==> src/rtl/wb_pkg.sv <==
`default_nettype none
// +----------------------------------------------------------------------+
// | wb_pkg: shared state encodings, error cause codes and width helper   |
// | Revision: 1.0                                                        |
// +----------------------------------------------------------------------+
package wb_pkg;

  typedef enum logic [1:0] {
    WB_STATE_IDLE   = 2'd0,
    WB_STATE_ACTIVE = 2'd1,
    WB_STATE_DERR   = 2'd2,
    WB_STATE_TERR   = 2'd3
  } wb_state_t;

  localparam logic [1:0] WB_CAUSE_NONE    = 2'd0;
  localparam logic [1:0] WB_CAUSE_DECODE  = 2'd1;
  localparam logic [1:0] WB_CAUSE_TIMEOUT = 2'd2;
  localparam logic [1:0] WB_CAUSE_SLAVE   = 2'd3;

  // Never returns less than 1 so a single slave still gets a real index bit.
  function automatic int wb_clog2(input int value);
    int w;
    w = 1;
    while ((1 << w) < value) w++;
    return w;
  endfunction

endpackage
`default_nettype wire

==> src/rtl/wb_addr_decoder.sv <==
`default_nettype none
// +----------------------------------------------------------------------+
// | wb_addr_decoder: base/mask address decode, lowest index wins         |
// | Revision: 1.0                                                        |
// +----------------------------------------------------------------------+
module wb_addr_decoder
  import wb_pkg::*;
#(
  parameter int NUM_SLAVES  = 2,
  parameter int ADDR_WIDTH  = 32,
  parameter logic [NUM_SLAVES*ADDR_WIDTH-1:0] SLAVE_BASE = {32'h1000_0000, 32'h0000_0000},
  parameter logic [NUM_SLAVES*ADDR_WIDTH-1:0] SLAVE_MASK = {32'hFFFF_F000, 32'hFFFF_FC00},
  parameter int INDEX_WIDTH = wb_clog2(NUM_SLAVES)
) (
  input  logic [ADDR_WIDTH-1:0]  i_adr,
  output logic                   o_hit,
  output logic [INDEX_WIDTH-1:0] o_index
);

  logic [NUM_SLAVES-1:0] w_match;

  generate
    for (genvar i = 0; i < NUM_SLAVES; i++) begin : g_match
      assign w_match[i] = (i_adr & SLAVE_MASK[i*ADDR_WIDTH +: ADDR_WIDTH])
                          == SLAVE_BASE[i*ADDR_WIDTH +: ADDR_WIDTH];
    end
  endgenerate

  // Scan downwards so the lowest matching index is the last one written.
  always_comb begin
    o_hit   = |w_match;
    o_index = '0;
    for (int i = NUM_SLAVES - 1; i >= 0; i--) begin
      if (w_match[i]) o_index = INDEX_WIDTH'(i);
    end
  end

endmodule
`default_nettype wire

==> src/rtl/wb_interconnect_1xn.sv <==
`default_nettype none
// +----------------------------------------------------------------------+
// | wb_interconnect_1xn: single-master to N-slave Wishbone B3 routing    |
// | with decode/timeout/slave error reporting. Revision: 1.0             |
// +----------------------------------------------------------------------+
module wb_interconnect_1xn
  import wb_pkg::*;
#(
  parameter int WB_DATA_WIDTH  = 32,
  parameter int WB_ADDR_WIDTH  = 32,
  parameter int NUM_SLAVES     = 2,
  parameter logic [NUM_SLAVES*WB_ADDR_WIDTH-1:0] SLAVE_BASE = {32'h1000_0000, 32'h0000_0000},
  parameter logic [NUM_SLAVES*WB_ADDR_WIDTH-1:0] SLAVE_MASK = {32'hFFFF_F000, 32'hFFFF_FC00},
  parameter int TIMEOUT_CYCLES = 255
) (
  input  logic                              wb_clk_i,
  input  logic                              wb_rst_i,
  input  logic [WB_ADDR_WIDTH-1:0]          wbs_adr_i,
  input  logic [WB_DATA_WIDTH-1:0]          wbs_dat_i,
  input  logic [WB_DATA_WIDTH/8-1:0]        wbs_sel_i,
  input  logic                              wbs_we_i,
  input  logic                              wbs_cyc_i,
  input  logic                              wbs_stb_i,
  output logic [WB_DATA_WIDTH-1:0]          wbs_dat_o,
  output logic                              wbs_ack_o,
  output logic                              wbs_err_o,
  output logic [WB_ADDR_WIDTH-1:0]          wbm_adr_o,
  output logic [WB_DATA_WIDTH-1:0]          wbm_dat_o,
  output logic [WB_DATA_WIDTH/8-1:0]        wbm_sel_o,
  output logic                              wbm_we_o,
  output logic [NUM_SLAVES-1:0]             wbm_cyc_o,
  output logic [NUM_SLAVES-1:0]             wbm_stb_o,
  input  logic [NUM_SLAVES*WB_DATA_WIDTH-1:0] wbm_dat_i,
  input  logic [NUM_SLAVES-1:0]             wbm_ack_i,
  input  logic [NUM_SLAVES-1:0]             wbm_err_i,
  output logic [WB_ADDR_WIDTH-1:0]          err_addr_o,
  output logic [1:0]                        err_cause_o
);

  localparam int c_idx_w = wb_clog2(NUM_SLAVES);
  localparam int c_cnt_w = wb_clog2(TIMEOUT_CYCLES + 1);
  localparam bit c_timeout_en = (TIMEOUT_CYCLES != 0);
  localparam logic [c_cnt_w-1:0] c_cnt_last =
    c_timeout_en ? c_cnt_w'(TIMEOUT_CYCLES - 1) : '0;

  wb_state_t                r_state;
  logic [c_idx_w-1:0]       r_sel;
  logic [c_cnt_w-1:0]       r_cnt;
  logic [WB_ADDR_WIDTH-1:0] r_err_addr;
  logic [1:0]               r_err_cause;

  logic                     w_hit;
  logic [c_idx_w-1:0]       w_index;
  logic                     w_slv_ack;
  logic                     w_slv_err;
  logic                     w_timeout;
  logic [WB_DATA_WIDTH-1:0] w_slv_dat [NUM_SLAVES];

  wb_addr_decoder #(
    .NUM_SLAVES  (NUM_SLAVES),
    .ADDR_WIDTH  (WB_ADDR_WIDTH),
    .SLAVE_BASE  (SLAVE_BASE),
    .SLAVE_MASK  (SLAVE_MASK),
    .INDEX_WIDTH (c_idx_w)
  ) u_decoder (
    .i_adr   (wbs_adr_i),
    .o_hit   (w_hit),
    .o_index (w_index)
  );

  generate
    for (genvar i = 0; i < NUM_SLAVES; i++) begin : g_rdata
      assign w_slv_dat[i] = wbm_dat_i[i*WB_DATA_WIDTH +: WB_DATA_WIDTH];
    end
  endgenerate

  assign wbm_adr_o   = wbs_adr_i;
  assign wbm_dat_o   = wbs_dat_i;
  assign wbm_sel_o   = wbs_sel_i;
  assign wbm_we_o    = wbs_we_i;
  assign err_addr_o  = r_err_addr;
  assign err_cause_o = r_err_cause;

  // Responses are qualified by cyc so an aborted cycle never leaks an ack/err.
  assign w_slv_ack = wbm_ack_i[r_sel] & wbs_cyc_i;
  assign w_slv_err = wbm_err_i[r_sel] & wbs_cyc_i;
  assign w_timeout = c_timeout_en && (r_cnt == c_cnt_last);

  always_comb begin
    wbm_cyc_o = '0;
    wbm_stb_o = '0;
    wbs_ack_o = 1'b0;
    wbs_err_o = 1'b0;
    wbs_dat_o = '0;
    case (r_state)
      WB_STATE_ACTIVE: begin
        wbm_cyc_o[r_sel] = wbs_cyc_i;
        wbm_stb_o[r_sel] = wbs_stb_i;
        wbs_ack_o        = w_slv_ack & ~w_slv_err;
        wbs_err_o        = w_slv_err;
        wbs_dat_o        = w_slv_dat[r_sel];
      end
      WB_STATE_DERR, WB_STATE_TERR: wbs_err_o = 1'b1;
      default: ;
    endcase
  end

  always_ff @(posedge wb_clk_i or negedge wb_rst_i) begin
    if (!wb_rst_i) begin
      r_state     <= WB_STATE_IDLE;
      r_sel       <= '0;
      r_cnt       <= '0;
      r_err_addr  <= '0;
      r_err_cause <= WB_CAUSE_NONE;
    end else begin
      case (r_state)
        WB_STATE_IDLE: begin
          if (wbs_cyc_i && wbs_stb_i) begin
            if (w_hit) begin
              r_sel   <= w_index;
              r_cnt   <= '0;
              r_state <= WB_STATE_ACTIVE;
            end else begin
              r_state     <= WB_STATE_DERR;
              r_err_addr  <= wbs_adr_i;
              r_err_cause <= WB_CAUSE_DECODE;
            end
          end
        end
        WB_STATE_ACTIVE: begin
          if (!wbs_cyc_i) begin
            r_state <= WB_STATE_IDLE;
          end else if (w_slv_err) begin
            r_state     <= WB_STATE_IDLE;
            r_err_addr  <= wbs_adr_i;
            r_err_cause <= WB_CAUSE_SLAVE;
          end else if (w_slv_ack) begin
            r_state <= WB_STATE_IDLE;
          end else begin
            // An ack on the last counted cycle is taken above, so it beats the timeout.
            r_cnt <= r_cnt + 1'b1;
            if (w_timeout) begin
              r_state     <= WB_STATE_TERR;
              r_err_addr  <= wbs_adr_i;
              r_err_cause <= WB_CAUSE_TIMEOUT;
            end
          end
        end
        WB_STATE_DERR, WB_STATE_TERR: r_state <= WB_STATE_IDLE;
        default: r_state <= WB_STATE_IDLE;
      endcase
    end
  end

endmodule
`default_nettype wire

==> config.mk <==
export PLATFORM = sky130hd
export DESIGN_NAME = wb_interconnect_1xn
export DESIGN_NICKNAME = d
export VERILOG_FILES = /design/src/rtl/wb_pkg.sv /design/src/rtl/wb_addr_decoder.sv /design/src/rtl/wb_interconnect_1xn.sv
export SDC_FILE = /design/constraint.sdc
export NUM_CORES = 1
export LEC_CHECK = 0
export CAP_MARGIN = 15
export CORE_MARGIN = 2
export CORE_UTILIZATION = 29
export DETAILED_ROUTE_END_ITERATION = 6
export HOLD_SLACK_MARGIN = 0.06
export PLACE_DENSITY = 0.87
export SYNTH_ARGS = -nofsm -noshare
export SYNTH_HDL_FRONTEND = slang
export SYNTH_SLANG_ARGS = --single-unit
==> constraint.sdc <==
create_clock -name wb_clk_i -period 2.1 [get_ports wb_clk_i]
set_input_delay 0.21 -clock wb_clk_i [delete_from_list [all_inputs] [get_ports wb_clk_i]]
set_output_delay 0.21 -clock wb_clk_i [all_outputs]
set_load 0.1 [all_outputs]
* Yosys cells after proc, flatten, opt, wreduce, memory -nomap -nowiden *
Cells that the tools add are included.
Widths: inputs -> output; s select.

storage, ports and cells
  register bits = 45
  input bits = 141
  output and inout bits = 141
  logic and storage cells = 84

cells by class
  $add $sub $neg = 1
  order comparisons = 3
  equal/unequal tests = 14
  muxes and demuxes = 43
  bitwise gates (word level) = 7
  reductions and logical operators = 11

operator list
  operator              number
  $mux 32               10
  $pmux 32 s2           1
  $mux 8                5
  $logic_not 32->1      1
  $mux 2                14
  $eq 20x17->1 const B  1
  $pmux 8 s2            1
  $reduce_and 6->1      2
  $ne 2x2->1 const B    5
  $add 8x1->8 const B   1
  $eq 8x8->1 const B    1
  $mux 1                8
  $ne 3x3->1 const B    2
  $pmux 2 s3            1
  $ne 5x5->1 const B    1
  $and 2x2->2           2
  $eq 2x2->1 const B    2
  $pmux 2 s2            1
  $reduce_or 2->1       2
  $and 1x1->1           3
  $reduce_and 3->1      1
  $eq 2x1->1 const B    1
  $ge 2x2->1 const B    1
  $logic_and 1x1->1     2
  other kinds (10)      10

* Depth between registers and ports, before layout *
Gate-level depths: netlist (run 1).

  depth in word-level cells = 7
  mapped depth = 8
  gate-level depth less buffers = 7

* Hierarchy *
Synthesis (run 1) repeated with hierarchy kept, for this count alone.

second synthesis, totals
  cells, all modules = 300
  area, all modules = 3,140.5 µm²

by module, submodules not included
  module               times used  cells an instance  area each (µm²)  seq. area each (µm²)
  wb_interconnect_1xn  1           289                3,071.7          1,126.1
  wb_addr_decoder      1           11                 68.8             0.0

* Worst setup path after synthesis (run 1) *
Ideal clock, no wire load.

  path kind = reg2out
  from = reg r_state[0]
  to = out wbs_ack_o
  arrival = 3,122 ps
  required time = 1,890 ps
  slack = -1,232 ps
  cell stages (with the launch flop) = 5
  path buffers = 1
  cells stage by stage = dfrtp_1 > buf_2 > nor2b_1 > nand2_1 > nor3b_1

between the ends
  word-level cells in the longest chain between the ends = 2

ends and longest elaborated chain
  item                    RTL line                    source
  start, declared         wb_interconnect_1xn.sv:46   wb_state_t r_state;
  start signal, assigned  wb_interconnect_1xn.sv:110  r_state <= WB_STATE_IDLE;
  start signal, assigned  wb_interconnect_1xn.sv:122  r_state <= WB_STATE_ACTIVE;
  start signal, assigned  wb_interconnect_1xn.sv:124  r_state <= WB_STATE_DERR;
  $eq 2x1->1              wb_interconnect_1xn.sv:95   case (r_state)
  $mux 1                  wb_interconnect_1xn.sv:95
  end, declared           wb_interconnect_1xn.sv:25   output logic wbs_ack_o,

Every way passes these cells.

* Worst setup path in the final report (run 1) *
  from = reg r_sel
  to = reg r_err_addr[17] (netlist: err_addr_o[17])

between the ends
  word-level cells in the longest chain between the ends = 6
  elaborated cells between the ends (all ways) = 12
  those cells by class = eq/ne: 2; mux: 7; bitwise: 2; reduce/logical: 1

ends and longest elaborated chain
  item                                       RTL line                    source
  start, declared                            wb_interconnect_1xn.sv:47   logic [c_idx_w-1:0] r_sel;
  start signal, assigned                     wb_interconnect_1xn.sv:120  r_sel <= w_index;
  $mux 1 (not written as such) (2 in a row)  wb_interconnect_1xn.sv:86   assign w_slv_err = wbm_err_i[r_sel] & wbs_cyc_i;
  $and 1x1->1                                wb_interconnect_1xn.sv:86
  $mux 32                                    wb_interconnect_1xn.sv:133  end else if (w_slv_err) begin
  $mux 32                                    wb_interconnect_1xn.sv:131  if (!wbs_cyc_i) begin
  $pmux 32 s2                                wb_interconnect_1xn.sv:116  case (r_state)
  end signal, assigned                       wb_interconnect_1xn.sv:125  r_err_addr <= wbs_adr_i;
  end signal, assigned                       wb_interconnect_1xn.sv:135  r_err_addr <= wbs_adr_i;
  end signal, assigned                       wb_interconnect_1xn.sv:144  r_err_addr <= wbs_adr_i;
  end, declared                              wb_interconnect_1xn.sv:49   logic [WB_ADDR_WIDTH-1:0] r_err_addr;

Several ways; a longest one is shown, not always the timed one. The select of a mux whose other input is x is not followed.
A chain may end at the register's enable or synchronous reset.

==> results_dict.tcl, run 1 <==
set metrics [dict create \
    gr-total-overflow 0 \
    cp_cell_sequence "mux2_4 > a211oi_2 > o31ai_2 > a21oi_4 > buf_12 > mux2_4" \
    worstSetupStartpointType "flop" \
    slew_violations 0 \
    antenna_violating_nets_post_route 0 \
    fp.dieH_um 109.6 \
    final-seq-area_um2 1129 \
    worst-setup-path-type "reg -> reg" \
    rows 38 \
    crit_family "multiplexers" \
    routed-via-count 2845 \
    grt_util_all_layers_pct 16.15 \
    crit_path_max_fanout 22 \
    dpl_worst_slack_ns -0.2845 \
    final_util_pct 54.77 \
    pwr_density_cell_nw_per_um2 707.6 \
    synth-adder-area-share_pct 0.7743 \
    final-hold-violation-count 0 \
    yosys_most_used_dff "sky130_fd_sc_hd__dfrtp_1" \
    antenna_violations_before_repair 0 \
    crit_top_cell "sky130_fd_sc_hd__mux2_4" \
    grt_pass1_vias 2927 \
    clk-insertion-delay-late_ns 0.30 \
    postSynthRegisterBits 45 \
    grt_start_max_net_pins 35 \
    worst_pin_slew_ns 0.7577 \
    endpoint_kind "flop" \
    tritoncts_clock_tree "built" \
    clock-root-buffer "sky130_fd_sc_hd__clkbuf_8" \
    syn_area_per_cell_um2 10.46 \
    htreeDepth 2 \
    period_minus_slack_ns 2.049 \
    critPathArrivalTime_ns 2.23 \
    report.final.setup_viol 0 \
    fp.dieW_um 109.6 \
    fillers 962 \
    first_pass_grt_wire_length_mm 15.08 \
    synth_simple_gate_area_share_pct 10.92 \
    fp.dieArea_um2 12000 \
    p_leak_uw 0.002477 \
    fmax_ghz 0.4881 \
    yosys.area_share.xor_xnor_pct 0 \
    viasPerCell 4.581 \
    critical_path.slowest_cell "sky130_fd_sc_hd__dfrtp_2" \
    final.period_utilization_pct 97.55 \
    start_util_pct 29.81 \
    io_pins 282 \
    timing.critical_path.buf_inv 1 \
    post_synth_num_cell_types 47 \
    main_combinational_cell_family_by_area_after_synthesis "multiplexers" \
    grt_setup_unrepaired "yes" \
    synth.mux.area_fraction_pct 25.51 \
    vdd_ir_drop_max_v 0.0006765 \
    detailedPlacementHpwl_mm 8.582 \
    cts_made_buffers 5 \
    first_iter_violations 121 \
    worst_ep_required_time_ns 2.28 \
    finalClockSkew_ns 0.008868 \
    synth_edf_count 0 \
    postSynthNetCount 452 \
    post_cts.repair.setup_buffers 0 \
    remaining_drc_errors 0 \
    clock_slew_at_the_register_clock_pins_of_the_worst_setup_and_hold_paths_ns 0.09 \
    multi_input_comb_area_um2 1642 \
    coreArea_um2 10840 \
    wl_per_cell_um 16.53 \
    cts_max_path_buffers 2 \
    post_synth_instance_area_um2 3232 \
    antenna_cells 0 \
    routabilityCongestion 0.8314 \
    numPortBuffers 207 \
    timing.final.ws_setup_ns 0.05137 \
    tritoncts_num_sinks 45 \
    drive_gt1_share_pct 47.40 \
    synthesized_netlist_cell_count 309 \
    max-cap-violations 0 \
    maximum_cell_stage_delay_along_the_critical_path_ns 0.47 \
    yosysWarnings 0 \
    status "complete, no violations" \
    holdCritPathClass "in -> out" \
    asyncSetResetFlopFracSynth_pct 100.0 \
    slew_headroom_pct 49.49 \
    drt_pre_antenna_iters 4 \
    synth_compound_area_share_pct 7.898 \
    detail_route.wirelength_mm 10.27 \
    areaGrowthSynthToFinish_pct 83.70 \
    synth_seq_area_share_pct 34.84 \
    finalNetCount 623 \
]
power breakdown:
part | switching (µW) | internal, µW
clock | 299 | 473
combinational | 1590 | 724
sequential | 106 | 1010
total | 2000 | 2200
per-stage QoR:
stage                     std cells  hold slack, ns  power (µW)  instance area, µm²  TNS [ns]
after floorplan                 309        -0.08559        3094                3407    -3.851
after global placement          612          0.3100        3418                5782    -6.860
after detailed placement        612          0.3326        3454                5782    -9.972
after CTS                       621          0.4207        4233                5929         0
after global routing            621          0.4202        4336                5937   -0.2524
final                           621          0.4200        4201                5937         0
repair_timing:
item                                    in CTS  in global routing
endpoints found under the hold margin       31                  0
resized for setup                            1                  2
endpoints found under the setup margin       3                 23
hold buffers                                 1                  0
pin swaps                                    0                  0
state kept, by name, summed over array words and instances, names as in the netlist:
register / flops
r_cnt: 8
r_sel: 1
r_state: 2
err_cause_o: 2
err_addr_o: 32
cell usage after synthesis (2+ instances only):
cell type | n | area (µm²)
sky130_fd_sc_hd__nand3_1 | 2 | 10.01
sky130_fd_sc_hd__buf_4 | 69 | 518.0
sky130_fd_sc_hd__or2_2 | 2 | 12.51
sky130_fd_sc_hd__or3_1 | 2 | 12.51
sky130_fd_sc_hd__buf_12 | 3 | 60.06
sky130_fd_sc_hd__a21oi_1 | 5 | 25.02
sky130_fd_sc_hd__mux2_2 | 3 | 33.78
sky130_fd_sc_hd__buf_2 | 5 | 25.02
sky130_fd_sc_hd__nand4_1 | 2 | 12.51
sky130_fd_sc_hd__and3_1 | 5 | 31.28
sky130_fd_sc_hd__nor2b_1 | 3 | 18.77
sky130_fd_sc_hd__a31oi_1 | 5 | 31.28
sky130_fd_sc_hd__o311a_1 | 2 | 20.02
sky130_fd_sc_hd__dfrtp_1 | 45 | 1126
sky130_fd_sc_hd__nand2_1 | 8 | 30.03
sky130_fd_sc_hd__o21ai_0 | 7 | 35.03
sky130_fd_sc_hd__nor4_1 | 4 | 25.02
sky130_fd_sc_hd__inv_1 | 3 | 11.26
sky130_fd_sc_hd__mux2_4 | 30 | 450.4
sky130_fd_sc_hd__nor2_1 | 38 | 142.6
sky130_fd_sc_hd__ha_1 | 2 | 25.02
sky130_fd_sc_hd__clkbuf_1 | 6 | 22.52
sky130_fd_sc_hd__mux2i_1 | 34 | 340.3
worst register-to-register path, stage by stage, from the launching register on:
cell and delay [ns]:
sky130_fd_sc_hd__dfrtp_2 0.47, sky130_fd_sc_hd__mux2_4 0.32, sky130_fd_sc_hd__a211oi_2 0.24, sky130_fd_sc_hd__o31ai_2 0.13, sky130_fd_sc_hd__a21oi_4 0.20, sky130_fd_sc_hd__buf_12 0.23
sky130_fd_sc_hd__mux2_4 0.34
kinds of logic after synthesis:
kind of cell             Yosys count
buffers and inverters             87
AND/OR/NAND/NOR                   74
adder cells (fa/ha/maj)            2
multiplexers                      67
AO/OA/AOI/OAI                     34
flip-flops                        45
path summary, 6_finish.rpt:
path,start,endpoint,slack (ns),depth (start not counted)
hold reg to reg,r_cnt[7],r_cnt[7],0.49,1
hold / removal,wbs_dat_i[10],wbm_dat_o[10],0.42,0
setup reg to reg,r_sel,err_addr_o[17],0.05,6
min in group asynchronous,wb_rst_i,err_addr_o[28],0.52,2
max in group asynchronous,wb_rst_i,err_addr_o[27],0.98,3
setup / recovery,r_sel,err_addr_o[17],0.05,6
cell type report:
type | instances | area share [%]
repair buffers | 248 | 47.95
multi-input cells | 177 | 27.65
flip-flops and latches | 45 | 19.01
well taps | 140 | 2.950
clock buffers | 5 | 1.159
clock inverters | 3 | 1.096
inverters | 3 | 0.1897
routing by layer:
layer	up-vias	global-route usage [%]	share of wire [%]
li1	1351	-	-
met1	1374	18.98	37
met2	99	29.14	56
met3	21	3.616	5.4
met4	0	4.973	1.6
met5	-	0	0
cells in the final DEF, fill, tap and decap left out, drive strengths merged, types with 3 or more instances in the layout:
cell type | synthesis | final
buf | 78 | 145
clkdlybuf4s50 | 0 | 102
dfrtp | 45 | 45
nor2 | 39 | 39
mux2i | 34 | 34
mux2 | 33 | 33
nand2 | 8 | 8
o21ai | 7 | 7
a21oi | 6 | 6
a31oi | 5 | 5
clkbuf | 6 | 5
and3 | 5 | 5
nor4 | 4 | 4
nor2b | 3 | 3
inv | 3 | 3
Power figures use the tool's default switching activity.
==> run 2, diff against run 1 <==
--- a/config.mk
+++ b/config.mk
@@ -9,6 +9,7 @@
 export CORE_MARGIN = 2
 export CORE_UTILIZATION = 29
 export DETAILED_ROUTE_END_ITERATION = 6
+export GPL_ROUTABILITY_DRIVEN = 0
 export HOLD_SLACK_MARGIN = 0.06
 export PLACE_DENSITY = 0.87
 export SYNTH_ARGS = -nofsm -noshare
==> results of run 2 <==
No change in the layout: final DEF, timing and power equal those of run 1.
